File: config.mk
export PLATFORM = sky130hd
export DESIGN_NAME = reg_scoreboard
export DESIGN_NICKNAME = d
export VERILOG_FILES = /design/src/rtl/reg_scoreboard.sv
export SDC_FILE = /design/constraint.sdc
export NUM_CORES = 1
export LEC_CHECK = 0
export BUFFER_PORTS_ARGS = -buffer_cell sky130_fd_sc_hd__buf_2
export CAP_MARGIN = 10
export CORE_UTILIZATION = 30
export CTS_CLUSTER_DIAMETER = 30
export DETAILED_ROUTE_END_ITERATION = 7
export PLACE_DENSITY = 0.54
export SYNTH_ARGS = -nofsm -noshare
export SYNTH_HDL_FRONTEND = slang
export SYNTH_SLANG_ARGS = --single-unit
File: constraint.sdc
create_clock -name clk -period 2 [get_ports clk]
set_input_delay 0.2 -clock clk [delete_from_list [all_inputs] [get_ports clk]]
set_output_delay 0.2 -clock clk [all_outputs]
set_load 0.05 [all_outputs]
File: src/rtl/reg_scoreboard.sv
// reg_scoreboard: tracks in-flight GPR writers and raises a decode stall
// when an instruction reads a register that still has a write pending, or
// when a destination's pending-write counter is saturated.
// Optional feature: define SB_WB_BYPASS_EN so that a source whose last pending
// write retires in the same cycle does not stall.
module reg_scoreboard #(
  parameter int NREGS = 8,
  parameter int IDX_W = 3,
  parameter int CNT_W = 2
) (
  input  logic             clk,
  input  logic             rst_n,
  input  logic             v,
  input  logic             ro_needed,
  input  logic             rm_needed,
  input  logic [7:0]       modrm,
  input  logic             issue,
  input  logic             wr_en,
  input  logic             wr_rmsel,
  input  logic             wb_v,
  input  logic [IDX_W-1:0] wb_reg,
  input  logic             flush,
  output logic             reg_dep,
  output logic [NREGS-1:0] busy,
  output logic             sb_err
);

  localparam logic [CNT_W-1:0] CNT_MAX = '1;
  localparam logic [CNT_W-1:0] CNT_ONE = CNT_W'(1);

  logic [CNT_W-1:0] cnt_q [NREGS];
  logic [CNT_W-1:0] cnt_d [NREGS];

  logic [IDX_W-1:0] ro_idx;
  logic [IDX_W-1:0] rm_idx;
  logic [IDX_W-1:0] dest_idx;
  logic             rm_is_reg;
  logic             dest_valid;
  logic             ro_byp;
  logic             rm_byp;
  logic             ro_busy;
  logic             rm_busy;
  logic             dest_full;
  logic             inc;
  logic             dec;
  logic             underflow;

  // The ModR/M fields are 3 bits; fit them to the register index width.
  generate
    if (IDX_W == 3) begin : g_idx_eq
      assign ro_idx = modrm[5:3];
      assign rm_idx = modrm[2:0];
    end else if (IDX_W > 3) begin : g_idx_pad
      assign ro_idx = {{(IDX_W-3){1'b0}}, modrm[5:3]};
      assign rm_idx = {{(IDX_W-3){1'b0}}, modrm[2:0]};
    end else begin : g_idx_trunc
      assign ro_idx = modrm[3 +: IDX_W];
      assign rm_idx = modrm[0 +: IDX_W];
    end
  endgenerate

  assign rm_is_reg  = (modrm[7:6] == 2'b11);
  assign dest_valid = wr_en && (!wr_rmsel || rm_is_reg);
  assign dest_idx   = wr_rmsel ? rm_idx : ro_idx;

`ifdef SB_WB_BYPASS_EN
  // A source whose only pending write retires this cycle can proceed.
  assign ro_byp = wb_v && (wb_reg == ro_idx) && (cnt_q[ro_idx] == CNT_ONE);
  assign rm_byp = wb_v && (wb_reg == rm_idx) && (cnt_q[rm_idx] == CNT_ONE);
`else
  assign ro_byp = 1'b0;
  assign rm_byp = 1'b0;
`endif

  // Stall decision and accepted issue / retire qualifiers.
  always_comb begin
    ro_busy   = (cnt_q[ro_idx] != '0) && !ro_byp;
    rm_busy   = (cnt_q[rm_idx] != '0) && !rm_byp;
    dest_full = dest_valid && (cnt_q[dest_idx] == CNT_MAX);
    reg_dep   = v && ((ro_needed && ro_busy) ||
                      (rm_needed && rm_is_reg && rm_busy) ||
                      dest_full);
    inc       = issue && v && !reg_dep && dest_valid;
    dec       = wb_v && (cnt_q[wb_reg] != '0);
    underflow = wb_v && (cnt_q[wb_reg] == '0);
  end

  // Next counter values; flush wins, a same-register inc/dec pair cancels.
  always_comb begin
    for (int i = 0; i < NREGS; i++) begin
      cnt_d[i] = cnt_q[i];
      if (flush) begin
        cnt_d[i] = '0;
      end else if (inc && (dest_idx == IDX_W'(i)) &&
                   !(dec && (wb_reg == IDX_W'(i)))) begin
        cnt_d[i] = cnt_q[i] + CNT_ONE;
      end else if (dec && (wb_reg == IDX_W'(i)) &&
                   !(inc && (dest_idx == IDX_W'(i)))) begin
        cnt_d[i] = cnt_q[i] - CNT_ONE;
      end
    end
  end

  // Pending-write counters.
  always_ff @(posedge clk or negedge rst_n) begin
    if (!rst_n) begin
      for (int i = 0; i < NREGS; i++) cnt_q[i] <= '0;
    end else begin
      for (int i = 0; i < NREGS; i++) cnt_q[i] <= cnt_d[i];
    end
  end

  // Sticky underflow flag; only reset clears it.
  always_ff @(posedge clk or negedge rst_n) begin
    if (!rst_n) sb_err <= 1'b0;
    else if (underflow) sb_err <= 1'b1;
  end

  // Per-register busy flags straight from the counters.
  always_comb begin
    for (int i = 0; i < NREGS; i++) busy[i] = (cnt_q[i] != '0);
  end

endmodule

==> results of run 1 <==
[critical path: stages, from the launching register on]
cell and delay [ns]:
dfrtp_1 0.39, buf_6 0.13, nor3_1 0.19, a21oi_1 0.06, o2111a_2 0.33, nor3_4 0.24, buf_12 0.15, a21boi_4 0.04
buf_6 0.15
[placed cells by master (no fill, tap or decap), drive strengths merged, types with 2 or more instances in the layout]
master / n
a211oi: 2
a21o: 2
a21oi: 7
a222oi: 2
a31oi: 13
and3: 9
and4: 6
buf: 64
clkbuf: 5
dfrtp: 17
inv: 8
mux4: 2
nand2: 14
nand2b: 8
nand4: 5
nand4b: 2
nor2: 6
nor2b: 6
nor3: 8
nor3b: 3
nor4: 2
nor4b: 6
o2111ai: 4
o211ai: 4
o21ai: 8
o22ai: 2
or2: 4
or4: 2
xnor2: 2
xor2: 6
[power by group through the flow]
| stage | logic, uW | clock network, uW | registers [uW] |
|---|---|---|---|
| floorplan | 130 | 0 | 353 |
| global placement | 211 | 0 | 353 |
| detailed placement | 212 | 0 | 353 |
| CTS | 227 | 281 | 346 |
| global route | 282 | 303 | 346 |
| finish | 264 | 281 | 346 |
[layer usage]
layer | up-vias | GRT usage [%] | part of all wire [%]
met2 | 42 | 29.4 | 45
met3 | 5 | 3.17 | 4.8
li1 | 846 | - | -
met5 | - | 0 | 0
met1 | 830 | 27.8 | 49
met4 | 0 | 4.53 | 0.70
[metrics by stage]
stage	cells	hold WS (ns)	total power (uW)
2_1_floorplan	189	-0.0956	484
3_3_place_gp	305	0.167	564
3_5_place_dp	305	0.165	565
4_1_cts	313	0.176	855
5_1_grt	317	0.196	931
6_report	317	0.173	891
[what timing repair did]
| item | in CTS | in global routing |
|---|---|---|
| pin swaps | 6 | 15 |
| hold endpoints to repair | 17 | 0 |
| hold buffers | 1 | 0 |
| gates cloned | 0 | 1 |
| setup endpoints to repair | 4 | 16 |
| gates resized for setup | 6 | 14 |
| setup buffers | 3 | 5 |
[kinds of logic after synthesis]
kind of cell,share of synthesized area (%)
AOI/OAI and AO/OA,23.3
xor gates and xnor gates,4.35
buffers and inverters,6.13
DFF,26.4
muxes,3.42
and+or+nand+nor,36.4
[worst max-delay path by stage]
stage,slack (ns),endpoint,from,cells past startpoint
final,-0.13,reg_dep,cnt_q[6],8
after global routing,-0.21,reg_dep,cnt_q[14],7
after CTS,-0.13,reg_dep,cnt_q[7],7
after detailed placement,-0.009,reg_dep,cnt_q[6],7
after global placement,-0.01,cnt_q[7],cnt_q[14],7
after floorplan,0.05,reg_dep,cnt_q[10],6
[registers in the layout, indices dropped and copies added (netlist names)]
signal  flops
cnt_q      16
sb_err      1
[layout make-up]
cell class / count / area share (%)
multi-input cells: 152 / 52.0
repair buffers: 66 / 22.0
inverters: 8 / 1.33
well taps: 70 / 3.88
flip-flops and latches: 17 / 18.9
clock buffers: 4 / 2.00
==> impl_metrics.toml, run 1 <==
[critical_path]
worst_ep_arrival_time_ns = 1.93
timing_worst_setup_path_type = "register to primary output"
rr_endpoint = "cnt_q[3]"
r2r_start = "cnt_q[6]"
endpoint_kind = "primary output"
cp.required_ns = 1.80
cp_max_fo = 5
reg2regPathDepth = 10
start_kind = "register"
regToRegSetupSlack_ns = -0.06

[place]
place_congestion = 0.957
io_buffers = 30
dp_hpwl_mm = 3.85
place_area_um2 = 2030
place_worst_setup_slack_ns = -0.00864

[logic_synthesis]
syn_area_um2 = 1610
synthTopCellsByCount = "dfrtp_1 (17), nand2_1 (14), a31oi_1 (13)"
synth-edff-count = 0
syn_area_per_cell_um2 = 8.53
synth_area_leaders = "dfrtp_1 (26%), a31oi_1 (5.0%), and3_1 (3.5%), nand2_1 (3.3%), and4_1 (3.3%)"
seq_area_frac_synth_pct = 26.4
synth_top_cell_area_share_pct = 26.4
synth_most_common_cell = "dfrtp_1"
synthCells = 189
ys_types = 57
ys_warn_count = 0
synth-seq-cells = 17
syn_nets = 210
synth_flop_cell = "dfrtp_1"
synth_top_area_cell = "dfrtp_1"
ys_async_sr_fraction_pct = 100

[power]
switching_share_pct = 31.7
power_frac_comb_pct = 29.6
p_clk_share_pct = 31.5
p_leak_uw = 0.00105
ir_drop_mv = 0.326
powerDensity_nw_per_um2 = 395
internal-power_uw = 608
seqPwrFrac_pct = 38.9
p_sw_uw = 283

[die]
coreArea_um2 = 5140
dieArea_um2 = 5670
rows = 26
die_h_um = 75.3
start_util_pct = 31.4
io_pins = 31
die_w_um = 75.3

[clock_network]
ctsHtreeMaxLevel = 1
cts_max_path_buffers = 2
cts_tree = "built"
clock-sinks = 17
clock_latency_ns = 0.26
cts_buffers = 3
clk_pin_slew_ns = 0.07
clockRootBuffer = "clkbuf_8"

[sta]
fin_worst_skew_ns = 0.00504
worst_slew_pin_slew_ns = 0.608
finalWorstSetupSlack_ns = -0.133
fmax_mhz = 469
fin_setup_tns_ns = -0.651
rsz0062_at_grt = "yes"
slew-limit-headroom_pct = 58.9
period_needed_ns = 2.13
setup_viol = 14
period_share_pct = 107
final_max_slew_viol_count = 0
finalHoldViolCount = 0

[min_path]
holdPathEnd = "sb_err"
hold_path.class = "input port to register"
hold-path-cell-count = 2
hold_start = "wb_v"

[cells_and_area]
seq_area_um2 = 425
syn2layout_area_growth_pct = 40.0
design_area_um2 = 2260
antennaDiodeCount = 0
nets = 269
fillers = 548
postLayoutCoreUtil_pct = 43.9
drive_gt1_share_pct = 38.9
multi_input_area_um2 = 1170

[routing]
wirelength_mm = 5.14
drtIter0Drc = 139
first_pass_iters = 5
drc = 0
ant_nets = 0
avgRoutedWirePerCell_um = 16.2
vias = 1723
avgViaCountPerCell = 5.44

[global_routing]
overflow = 0
grt_pass1_wl_mm = 7.89
global_route.usage.total_pct = 19.1
grt_pass1_vias = 1479
antenna_found_initial = 0
grt_max_degree = 18

[flow_run]
cap_violations = 0

[status]
violations = "setup timing"
status = "finished with violations"
Note: power is estimated with default switching activity, not from simulation.
==> run 2: changes to the inputs <==
CAP_MARGIN = unset   (was 10)
CELL_PAD_IN_SITES_DETAIL_PLACEMENT = 1   (was unset)
CELL_PAD_IN_SITES_GLOBAL_PLACEMENT = 2   (was unset)
PLACE_DENSITY = 0.78   (was 0.54)
clock period = 2.5 ns   (was 2 ns; I/O delays follow)
==> run 2 against run 1 <==
Compared with the run above: the run now ends clean; clock power fell by 23%; first-iteration DRC count increased by 8.6%; final cell count shrank 7.9%; cell area decreased by 15%; via count down 4.5%; wire length rose by 1.8%; non-clock buffer count is 25 lower; combinational power down 41%; count of clock-buffer cells in the layout did not move; largest cell class unchanged; sequential cell count unchanged; power decreased by 27%; critical path depth down 2.
==> impl_metrics.toml, run 2 (synthesis results as in run 1) <==
[global_routing]
grt_pass1_wl_mm = 8.76
grt_pass1_vias = 1636
grt_max_degree = 18
antenna_found_initial = 0
global_route.usage.total_pct = 21.0
overflow = 0

[cells_and_area]
final_cell_mix = "buf_2 (30), dfrtp_1 (17), nand2_1 (14), a31oi_1 (13), buf_4 (10)"
syn2layout_area_growth_pct = 19.3
reg_top3 = "cnt_q x16, sb_err x1"
regMostFlops = "cnt_q"
largest_reg_flops = 16
drive_gt1_share_pct = 26.6
fillers = 666
antennaDiodeCount = 0
final_cells = 292
nets = 244
layout_commonest_cell = "buf_2"

[critical_path]
crit_path_top_delay_cell = "or4b_1"
path_delay_family = "simple AND/OR/NAND/NOR gates"
cp.required_ns = 2.25
timing_worst_setup_path_type = "register to primary output"
worst_ep_arrival_time_ns = 2.07
start_kind = "register"
path_cells = "or4b_1, o211ai_2, o22ai_2, nor3_4, a21boi_2, buf_2"
endpoint_kind = "primary output"
cp.buffers_inverters = 1
cp_max_fo = 5
slowest_delay_ns = 0.58

[power]
ir_drop_mv = 0.159
p_leak_uw = 0.000876
powerDensity_nw_per_um2 = 337

[clock_network]
clockRootBuffer = "clkbuf_8"
clock-sinks = 17
ctsHtreeMaxLevel = 1
cts_max_path_buffers = 2
clk_pin_slew_ns = 0.07
cts_buffers = 3
cts_tree = "built"
cts_setup_buffers = 0
clock_latency_ns = 0.26

[die]
io_pins = 31
die_w_um = 75.3
coreArea_um2 = 5140
die_h_um = 75.3
rows = 26
dieArea_um2 = 5670
start_util_pct = 31.4

[sta]
worst_slew_pin_slew_ns = 0.724
rsz0062_at_grt = "no"
fin_setup_tns_ns = 0
period_needed_ns = 2.32
fin_worst_skew_ns = 0.00179
hold_slack_ns = 0.235
fmax_mhz = 431
setup_viol = 0
final_max_slew_viol_count = 0
finalHoldViolCount = 0
period_share_pct = 92.9
finalWorstSetupSlack_ns = 0.178
slew-limit-headroom_pct = 51.0

[place]
place_congestion = 0.879
dp_hpwl_mm = 4.17
placed_cells = 287
io_buffers = 30
place_worst_setup_slack_ns = 0.342

[routing]
drc = 0
vias = 1646
avgRoutedWirePerCell_um = 17.9
ant_nets = 0
drtIter0Drc = 151
first_pass_iters = 5
wirelength_mm = 5.24
avgViaCountPerCell = 5.64

[flow_run]
cap_violations = 0

[status]
status = "finished, final reports clean"

[min_path]
hold_path.class = "input port to register"
-- run 2: worst paths after layout --
check | to | depth (start not counted) | slack [ns] | start
setup / recovery | reg_dep | 6 | 0.18 | cnt_q[4]
hold / removal | sb_err | 2 | 0.24 | wb_v
setup reg to reg | cnt_q[4] | 7 | 0.36 | cnt_q[4]
hold reg to reg | sb_err | 1 | 0.46 | sb_err
max in group asynchronous | cnt_q[3] | 2 | 1.74 | rst_n
min in group asynchronous | cnt_q[7] | 2 | 0.47 | rst_n
-- run 2: repair_timing --
item	in CTS	in global routing
resized for setup	0	1
setup endpoints to repair	0	1
endpoints found under the hold margin	17	0
hold buffers	1	0
-- run 2: layout make-up --
class	count	area [um2]	share of cell area, %
flip-flops and latches	17	425	22.1
clock buffers	4	45.0	2.34
multi-input cells	152	1100	57.2
repair buffers	41	235	12.2
inverters	8	30.0	1.56
well taps	70	87.6	4.55
-- run 2: layer usage --
layer	global-route usage, %	part of all wire [%]	up-vias
met3	3.04	4.6	8
met4	5.35	1.5	0
met2	33.0	46	39
met1	30.4	48	803
met5	0	0	-
li1	-	-	796
-- run 2: report_power, final --
| part | leakage, uW | internal, uW | switching (uW) |
|---|---|---|---|
| sequential | 0.000232 | 276 | 1.80 |
| clock | 0.0000228 | 113 | 101 |
| combinational | 0.000621 | 56.7 | 98.5 |
-- run 2: through the flow --
stage                     area, um2  total power [uW]  util, %
after global placement         1860               434     36.2
after detailed placement       1860               435     36.2
after floorplan                1620               384        -
after CTS                      1910               656     37.2
final                          1920               648     37.4
after global routing           1920               686     37.4
-- run 2: worst reg2reg max path, cell delays in order (launching register included) --
cell and delay (ns):
dfrtp_1 0.43, or4b_1 0.58, o211ai_2 0.11, o22ai_2 0.15, nor3_4 0.24, buf_4 0.23, a31oi_1 0.12, nor3b_1 0.20
==> run 3: changes to the inputs <==
ABC_AREA = 1   (was unset)
CORE_UTILIZATION = 26   (was 30)
PLACE_DENSITY = 0.79   (was 0.78)
clock period = 2 ns   (was 2.5 ns; I/O delays follow)
==> run 3 against run 2 <==
Compared with the run above: non-clock buffer count is 24 higher; synthesized cell count rose by 69%; hold slack lost 0.046 ns; final cell count grew 65%; sequential power grew 61%; clock power rose by 36%; global-route usage shrank 1.3 points; register-to-register slack worse by 0.34 ns; count of clock-buffer cells in the layout stayed put; wire length is 36% higher; die area rose by 33%; sequential cell count unchanged.
==> impl_metrics.toml, run 3 <==
[status]
status = "finished, final reports clean"

[sta]
slew-limit-headroom_pct = 63.6
setup_viol = 0
period_needed_ns = 1.99
fmax_mhz = 502
final_max_slew_viol_count = 0
rsz0062_at_grt = "yes"
period_share_pct = 99.6
finalHoldViolCount = 0
fin_worst_skew_ns = 0.00202
finalWorstSetupSlack_ns = 0.00892
hold_slack_ns = 0.190
worst_slew_pin_slew_ns = 0.546

[clock_network]
cts_tree = "built"
clock_latency_ns = 0.26
ctsHtreeMaxLevel = 1
cts_buffers = 3
cts_max_path_buffers = 2
clockRootBuffer = "clkbuf_8"
clock-sinks = 17
clk_pin_slew_ns = 0.08

[critical_path]
path_delay_family = "simple AND/OR/NAND/NOR gates"
path_cells = "nor2_2, inv_2, nand2_1, nand3_1, nand2_1, nand2_1, nand3_2, nand2_4, a21oi_4, buf_6, nor2_4, buf_8"
start_kind = "register"
regToRegSetupSlack_ns = 0.02
cp.required_ns = 1.80
crit_path_start = "cnt_q[0]"
timing_worst_setup_path_type = "register to primary output"
slowest_delay_ns = 0.43
crit_top_cell = "nand2_1"
crit_path_top_delay_cell = "dfrtp_1"
endpoint_kind = "primary output"
r2r_start = "cnt_q[0]"
worst_ep_arrival_time_ns = 1.79
cp.buffers_inverters = 3
cp_max_fo = 4

[die]
die_w_um = 86.7
io_pins = 31
die_h_um = 86.7
coreArea_um2 = 6870
rows = 30
dieArea_um2 = 7520
start_util_pct = 27.2

[routing]
vias = 2320
wirelength_mm = 7.13
drc = 0
ant_nets = 0
avgRoutedWirePerCell_um = 14.8
first_pass_iters = 4
drtIter0Drc = 87
avgViaCountPerCell = 4.81

[cells_and_area]
layout_commonest_cell = "nand2_1"
syn2layout_area_growth_pct = 39.9
antennaDiodeCount = 0
largest_reg_flops = 16
reg_top3 = "cnt_q x16, sb_err x1"
regMostFlops = "cnt_q"
postLayoutCoreUtil_pct = 38.0
final_cell_mix = "nand2_1 (73), nand3_1 (44), inv_1 (37), nor2_1 (37), buf_4 (30)"
drive_gt1_share_pct = 38.1
nets = 408

[min_path]
hold_start = "wb_v"
hold_path.class = "input port to register"

[power]
switching_share_pct = 47.4
p_clk_share_pct = 18.1
seqPwrFrac_pct = 27.6
power_frac_comb_pct = 54.3
powerDensity_nw_per_um2 = 619
p_sw_uw = 767
p_leak_uw = 0.00137
ir_drop_mv = 0.309
power_uw = 1620
internal-power_uw = 850

[logic_synthesis]
syn_nets = 340
ys_async_sr_fraction_pct = 100
synth_top_cell_area_share_pct = 22.8
synth_most_common_cell = "nand2_1"
synthCells = 319
synth_top_area_cell = "dfrtp_1"
synth-seq-cells = 17
synth_area_leaders = "dfrtp_1 (23%), nand2_1 (17%), nand3_1 (13%), inv_1 (10%), nor2_1 (8.8%)"
synth-edff-count = 0
syn_area_um2 = 1870
synth_flop_cell = "dfrtp_1"
seq_area_frac_synth_pct = 22.8
synthTopCellsByCount = "nand2_1 (84), inv_1 (50), nand3_1 (50)"
ys_types = 28
ys_warn_count = 0
syn_area_per_cell_um2 = 5.85

[place]
dp_hpwl_mm = 5.59
place_worst_setup_slack_ns = -0.0500
place_congestion = 0.885
io_buffers = 30

[global_routing]
grt_pass1_vias = 2322
grt_pass1_wl_mm = 11.3
global_route.usage.total_pct = 19.7
grt_max_degree = 29
antenna_found_initial = 0
overflow = 0

[flow_run]
cap_violations = 0
run 3: worst reg2reg max path: stages (launching register included):
cell	delay, ns
dfrtp_1	0.43
nor2_2	0.17
inv_2	0.08
nand2_1	0.06
nand3_1	0.06
nand2_1	0.07
nand2_1	0.06
nand3_2	0.09
nand2_4	0.08
inv_4	0.09
nand3_4	0.17
inv_8	0.16
nand2_2	0.07
nand2_2	0.08
nand3_2	0.07
nand2_1	0.08
o21ai_1	0.06
run 3: logic make-up (layout without fill, tap and decap cells):
family	Yosys count	in the layout	synth area share, %
buf+inv	59	125	12.7
simple gates	224	225	57.4
flops	17	17	22.8
compound gates	19	19	7.10
run 3: worst paths after layout:
path,endpoint,depth (start not counted)
min in group asynchronous,cnt_q[14],2
setup reg to reg,cnt_q[14],16
max in group asynchronous,cnt_q[15],2
setup / recovery,reg_dep,12
hold / removal,sb_err,2
hold reg to reg,sb_err,1
run 3: power groups by stage:
stage                     combinational, uW  sequential (uW)  clock (uW)
after floorplan                         494              429           0
after global placement                  715              439           0
after detailed placement                728              440           0
after CTS                               768              434         308
after global routing                    967              454         317
final                                   878              447         292
run 3: timing repair:
item | in CTS | in global routing
setup endpoints to repair | 13 | 17
resized for setup | 10 | 48
hold buffers | 1 | 0
endpoints found under the hold margin | 17 | 0
cloned | 1 | 0
buffers inserted | 5 | 12
pin swaps | 2 | 21
run 3: area by class of cell:
cell class	instances	area (um2)
fillers	937	4260
multi-input cells	244	1360
repair buffers	65	440
flip-flops and latches	17	428
inverters	56	223
well taps	96	120
clock buffers	4	45.0
run 3: stage by stage:
step           instance area (um2)  cells  TNS [ns]
3_3_place_gp                  2260    459   -0.0242
2_1_floorplan                 1880    319         0
4_1_cts                       2380    470         0
3_5_place_dp                  2260    459    -0.174
6_report                      2610    482         0
5_1_grt                       2610    482    -0.879
run 3: per-layer routing:
metal / GRT usage (%) / share of wire [%] / vias up
li1: - / - / 1164
met1: 26.7 / 48 / 1111
met2: 33.3 / 49 / 38
met3: 2.10 / 2.3 / 7
met4: 5.15 / 1.2 / 0
met5: 0 / 0 / -
